### config.mk
export PLATFORM = sky130hd
export DESIGN_NAME = adma_desc_fetch
export DESIGN_NICKNAME = d
export VERILOG_FILES = /design/src/rtl/adma_desc_fetch.sv
export SDC_FILE = /design/constraint.sdc
export NUM_CORES = 1
export LEC_CHECK = 0
export CORE_ASPECT_RATIO = 1.75
export CORE_MARGIN = 1.5
export CORE_UTILIZATION = 55
export CTS_CLUSTER_SIZE = 8
export DETAILED_ROUTE_END_ITERATION = 12
export PLACE_DENSITY = 0.8
export SLEW_MARGIN = 15
export SYNTH_ARGS = -nofsm -noshare
export SYNTH_HDL_FRONTEND = slang
export SYNTH_SLANG_ARGS = --single-unit
### constraint.sdc
create_clock -name CLK -period 3.97 [get_ports CLK]
set_clock_uncertainty 0.05 [all_clocks]
set_input_delay 0.397 -clock CLK [delete_from_list [all_inputs] [get_ports CLK]]
set_output_delay 0.397 -clock CLK [all_outputs]
set_load 0.01 [all_outputs]
### src/rtl/adma_desc_fetch.sv
// ADMA descriptor fetcher: walks a descriptor table in RAM and hands
// transfer descriptors to the transfer engine, with link/end/int handling.
module adma_desc_fetch #(
  parameter int MAX_DESC = 1024
) (
  input  logic        CLK,
  input  logic        RESET_N,
  input  logic        adma_start,
  input  logic [63:0] desc_base,
  input  logic        dir_in,
  input  logic        stop,
  output logic        ram_read,
  output logic [63:0] ram_address,
  input  logic [31:0] data_from_ram,
  output logic        start,
  output logic        direction,
  output logic [63:0] address_init,
  output logic [15:0] length,
  input  logic        TFC,
  output logic        int_req,
  output logic        adma_done,
  output logic        adma_error,
  output logic [1:0]  err_state,
  output logic [63:0] err_addr
);

  localparam int CW = $clog2(MAX_DESC + 1);

  localparam logic [1:0] ERR_FDS  = 2'b01;
  localparam logic [1:0] ERR_CADR = 2'b10;

  localparam logic [1:0] ACT_TRAN = 2'b10;
  localparam logic [1:0] ACT_LINK = 2'b11;

  typedef enum logic [3:0] {
    S_IDLE,
    S_FETCH0,
    S_FETCH1,
    S_FETCH2,
    S_LATCH,
    S_DECODE,
    S_TRAN_START,
    S_TRAN_WAIT,
    S_DONE,
    S_ERROR
  } state_t;

  state_t        state_q;
  logic [63:0]   ptr_q;
  logic [CW-1:0] count_q;
  logic          busy_seen_q;
  logic [15:0]   len_q;
  logic [1:0]    act_q;
  logic          int_q;
  logic          end_q;
  logic          valid_q;
  logic [31:0]   word1_q;
  logic [31:0]   word2_q;

  logic [63:0]   desc_addr_d;
  logic [63:0]   ptr_step_d;

  assign desc_addr_d = {word2_q, word1_q};
  assign ptr_step_d  = ptr_q + 64'd12;

  always_ff @(posedge CLK or negedge RESET_N) begin
    if (!RESET_N) begin
      state_q      <= S_IDLE;
      ptr_q        <= 64'h0;
      count_q      <= '0;
      busy_seen_q  <= 1'b0;
      len_q        <= 16'h0;
      act_q        <= 2'b00;
      int_q        <= 1'b0;
      end_q        <= 1'b0;
      valid_q      <= 1'b0;
      word1_q      <= 32'h0;
      word2_q      <= 32'h0;
      ram_read     <= 1'b0;
      ram_address  <= 64'h0;
      start        <= 1'b0;
      direction    <= 1'b0;
      address_init <= 64'h0;
      length       <= 16'h0;
      int_req      <= 1'b0;
      adma_done    <= 1'b0;
      adma_error   <= 1'b0;
      err_state    <= 2'b00;
      err_addr     <= 64'h0;
    end else begin
      // Pulse outputs and the read strobe are re-asserted only by the
      // transition that needs them.
      start     <= 1'b0;
      int_req   <= 1'b0;
      adma_done <= 1'b0;
      ram_read  <= 1'b0;

      if (stop && (state_q != S_IDLE)) begin
        state_q <= S_IDLE;
      end else begin
        case (state_q)
          S_IDLE: begin
            if (adma_start) begin
              ptr_q       <= desc_base;
              direction   <= dir_in;
              count_q     <= '0;
              adma_error  <= 1'b0;
              ram_read    <= 1'b1;
              ram_address <= desc_base;
              state_q     <= S_FETCH0;
            end
          end
          S_FETCH0: begin
            ram_read    <= 1'b1;
            ram_address <= ptr_q + 64'd4;
            state_q     <= S_FETCH1;
          end
          S_FETCH1: begin
            len_q       <= data_from_ram[31:16];
            act_q       <= data_from_ram[5:4];
            int_q       <= data_from_ram[2];
            end_q       <= data_from_ram[1];
            valid_q     <= data_from_ram[0];
            ram_read    <= 1'b1;
            ram_address <= ptr_q + 64'd8;
            state_q     <= S_FETCH2;
          end
          S_FETCH2: begin
            word1_q <= data_from_ram;
            state_q <= S_LATCH;
          end
          S_LATCH: begin
            word2_q <= data_from_ram;
            state_q <= S_DECODE;
          end
          S_DECODE: begin
            if ((count_q == CW'(MAX_DESC)) || !valid_q) begin
              adma_error <= 1'b1;
              err_state  <= ERR_FDS;
              err_addr   <= ptr_q;
              state_q    <= S_ERROR;
            end else begin
              count_q <= count_q + 1'b1;
              if (act_q == ACT_TRAN) begin
                if ((len_q == 16'h0) || (desc_addr_d[1:0] != 2'b00)) begin
                  adma_error <= 1'b1;
                  err_state  <= ERR_CADR;
                  err_addr   <= ptr_q;
                  state_q    <= S_ERROR;
                end else begin
                  address_init <= desc_addr_d;
                  length       <= len_q;
                  start        <= 1'b1;
                  state_q      <= S_TRAN_START;
                end
              end else if (act_q == ACT_LINK) begin
                if (desc_addr_d[1:0] != 2'b00) begin
                  adma_error <= 1'b1;
                  err_state  <= ERR_CADR;
                  err_addr   <= ptr_q;
                  state_q    <= S_ERROR;
                end else begin
                  int_req     <= int_q;
                  ptr_q       <= desc_addr_d;
                  ram_read    <= 1'b1;
                  ram_address <= desc_addr_d;
                  state_q     <= S_FETCH0;
                end
              end else if (end_q) begin
                adma_done <= 1'b1;
                state_q   <= S_DONE;
              end else begin
                ptr_q       <= ptr_step_d;
                ram_read    <= 1'b1;
                ram_address <= ptr_step_d;
                state_q     <= S_FETCH0;
              end
            end
          end
          S_TRAN_START: begin
            busy_seen_q <= 1'b0;
            state_q     <= S_TRAN_WAIT;
          end
          S_TRAN_WAIT: begin
            // A TFC high left over from the previous transfer must not end this one.
            if (TFC && busy_seen_q) begin
              int_req <= int_q;
              if (end_q) begin
                adma_done <= 1'b1;
                state_q   <= S_DONE;
              end else begin
                ptr_q       <= ptr_step_d;
                ram_read    <= 1'b1;
                ram_address <= ptr_step_d;
                state_q     <= S_FETCH0;
              end
            end else if (!TFC) begin
              busy_seen_q <= 1'b1;
            end
          end
          S_DONE: begin
            state_q <= S_IDLE;
          end
          S_ERROR: begin
            state_q <= S_IDLE;
          end
          default: begin
            state_q <= S_IDLE;
          end
        endcase
      end
    end
  end

endmodule
==> out/qor.csv <==
stage,metric,value,unit
detailed_routing,drt_wl_total,105000,um
synth,syn_avg_cell_area,9.27,um2
worst_setup_path,r2r_start,state_q[0]$_DFFE_PN0P_,
timing,setup_tns,0,ps
clock_tree,path_clk_slew,60,ps
timing,drv_slew,0,
placement,place_area,26800,um2
detailed_routing,wl_met1,33500,um
timing,max_freq,269,MHz
timing,period_share,93.7,%
synth,syn_area,22700,um2
finish,finish.instance_area,28200,um2
power,p_comb_share,48.9,%
worst_setup_path,required,4450,ps
global_route,overflow,0,
worst_setup_path,path_cells,or4b_2 -> nor2_1 -> o21ai_0 -> o21ai_0 -> a22o_1,
global_route,grt_max_degree,94,
synth,yosysUniqueCellTypes,94,
synth,synth-compound-area-share,19.8,%
detailed_routing,highest_layer,met4,
detailed_routing,vias,23700,
power,internal_power,12700,uW
outcome,status,finished clean,
synth,synth-simple-area-share,18.0,%
clock_tree,cts_tree,yes,
timing,worst_slew_pin_slew,1330,ps
worst_setup_path,crit_top_cell,o21ai_0,
worst_setup_path,r2r_cells,5,
floorplan,core,40700,um2
clock_tree,clk_latency,600,ps
worst_setup_path,cp.arrival,4200,ps
job,cap_violations,0,
synth,async_flop_share,100,%
timing,hold_viol,0,
synth,synthTopCellsByArea,"dfrtp_1, mux2_2, o21ai_0",
synth,synth_top_family_by_area,compound AO/OA/AOI/OAI gates,
timing,slew_headroom,10.6,%
synth,ys.flop_type,dfrtp_1,
timing,finalSetupViolCount,0,
detailed_routing,drt_first_pass_iters,8,
synth,synthesis.nets,2554,
global_route,grt_pass1_wl,154000,um
global_route,grt_pass1_vias,23500,
worst_setup_path,r2r_slack,250,ps
placement,gp_congestion,1.05,
worst_setup_path,end_kind,flop,
detailed_routing,wl_per_cell,31.9,um
placement,dp_hpwl,73600,um
floorplan,die_x,156,um
worst_setup_path,crit_end,ram_address[5]$_DFFE_PN0P_,
global_route,grt_usage,49.7,%
timing,rsz0062_at_grt,false,
power,p_switching,11600,uW
worst_setup_path,r2r-end,ram_address[5]$_DFFE_PN0P_,
power,power.density,858,nW/um2
global_route,antenna_found_initial,5,
finish,drive_gt1_share,16.7,%
timing,period_minus_slack,3720,ps
floorplan,die_y,272,um
floorplan,die-area,42500,um2
power,ir_worst_vdd,0.737,mV
power,switching_share,47.7,%
clock_tree,clock_path_buffers,3,
synth,synth_edf_count,0,
detailed_routing,wl_met2,48100,um
power,p_clk_share,17.1,%
finish,area_delta_synth_final,24.6,%
detailed_routing,met3WireLength,12200,um
floorplan,rows,98,
worst_setup_path,worstSetupPathDepth,5,
placement,numPortBuffers,317,
synth,yosysWarnings,0,
finish,layout_commonest_cell,dfrtp_1,
finish,multiInputGateArea,12200,um2
finish,fill_cells,3093,
detailed_routing,drtIter0Drc,3138,
worst_setup_path,max_stage_delay,1030,ps
worst_setup_path,path_max_fanout,28,
worst_setup_path,crit_path_start_kind,flop,
clock_tree,htreeDepth,2,
synth,netlist.area_leader.share,42.0,%
worst_setup_path,crit_type,flop to flop,
synth,synth_largest_area_cell,dfrtp_1,
synth,synth.area.mux_share,11.5,%
hold_path,holdCritPathClass,input pin to flop,
worst_setup_path,crit_buf_inv,0,
synth,ys_seq_area_share,42.0,%
worst_setup_path,crit_start,state_q[0]$_DFFE_PN0P_,
synth,synth_fa_ha_area_share,0.331,%
synth,synth-xor-area-share,3.55,%
power,p_seq_share,34.0,%
clock_tree,clkSinkCount,381,
clock_tree,cts_setup_buffers,0,
detailed_routing,drcViolationCount,0,
worst_setup_path,slowest_stage,dfrtp_1,
detailed_routing,drt.antenna.violating_nets,0,
finish,layout_common_cells,"dfrtp_1, clkdlybuf4s50_1, nand2_1, mux2_2, nor2_1",
synth,ys_seq_elements,381,
clock_tree,cts_root_buffer,clkbuf_16,
synth,post_synth_inst_count,2446,
power,p_leak,0.0116,uW
floorplan,start_util,55.7,%
clock_tree,cts_inserted_buffers,53,
worst_setup_path,cp_top_family,simple AND/OR/NAND/NOR gates,
floorplan,io_pins,318,
finish,fin_nets,2850,
finish,ff_latch_area,9540,um2
detailed_routing,viasPerCell,7.18,
## per-layer routing
layer | up-vias | GRT usage [%]
met5 | - | 0
li1 | 9653 | -
met3 | 667 | 13.6
met2 | 1933 | 78.1
met1 | 11400 | 55.1
met4 | 0 | 43.1
## layout make-up
| cell class | count | share of cell area, % |
|---|---|---|
| sequential | 381 | 33.8 |
| multi-input combinational | 1820 | 43.0 |
| tap | 550 | 2.44 |
| inverter | 36 | 0.478 |
| antenna | 3 | 0.0266 |
| clock inverter | 2 | 0.137 |
| timing repair buffer | 450 | 15.3 |
| clock buffer | 57 | 4.86 |
## timing repair
item / 4_1_cts / 5_1_grt
hold buffers: 1 / 0
endpoints found under the hold margin: 82 / 0
resized for setup: 0 / 0
setup endpoints to repair: 0 / 0
## synth_stat cells (16+ instances only)
library cell / count
mux2_2: 219
a22o_1: 32
xnor2_1: 45
clkbuf_1: 103
nand2_1: 219
or3_1: 22
nor3_1: 53
a21oi_1: 181
a31oi_1: 46
and3_1: 16
a221oi_1: 33
and4_1: 16
nand4_1: 66
nor4_1: 37
nand3_1: 79
buf_2: 73
o21ai_0: 187
and2_1: 17
a22oi_1: 40
dfrtp_1: 381
nor2_1: 197
inv_1: 36
buf_1: 21
xor2_1: 47
## metrics by stage
step           std cells  worst slack, ps  total power (uW)  util (%)  hold slack (ps)
5_1_grt             3296              237             25000      69.4              352
6_report            3299              249             24200      69.4              337
4_1_cts             3296              484             23500      69.4              312
2_1_floorplan       2446             1400             13600         -             51.4
3_3_place_gp        3236              560             19000      65.9              413
3_5_place_dp        3236              487             19300      65.9              420
## state kept, by name, indices dropped and copies added (netlist names), 2 cells and up
register,count
act_q,2
address_init,64
count_q,11
err_addr,64
err_state,2
len_q,16
length,16
ptr_q,64
ram_address,64
state_q,4
word1_q,32
word2_q,32
## power groups by stage
stage               Clock [uW]  Sequential [uW]  Combinational [uW]
global route              4300             8270               12500
detailed placement           0             8020               11300
finish                    4140             8250               11800
CTS                       4140             7970               11400
global placement             0             7930               11100
floorplan                    0             6640                6970
## kinds of logic (layout without fill, tap and decap cells)
family / after synthesis / in the layout
simple gates: 795 / 795
compound gates: 694 / 694
flops: 381 / 381
buf+inv: 245 / 545
mux: 233 / 233
xor+xnor: 92 / 92
fa+ha+maj: 6 / 6
other cells: 0 / 3
## worst register-to-register path, cell delays in order (launching register included)
cell and delay, ps:
dfrtp_1 1030, or4b_2 1010, nor2_1 930, o21ai_0 230
o21ai_0 260, a22o_1 160
## worst min-delay path by stage
stage                                 from                     endpoint  slack (ps)  depth (start not counted)
2_1_floorplan                      RESET_N         act_q[0]$_DFFE_PN0P_          50                          0
3_3_place_gp         direction$_DFFE_PN0P_        direction$_DFFE_PN0P_         410                          2
3_5_place_dp   address_init[0]$_DFFE_PN0P_  address_init[0]$_DFFE_PN0P_         420                          1
4_1_cts                             dir_in        direction$_DFFE_PN0P_         310                          3
5_1_grt                             dir_in        direction$_DFFE_PN0P_         350                          3
6_report                            dir_in        direction$_DFFE_PN0P_         340                          3
Note: power is estimated with default switching activity, not from simulation.
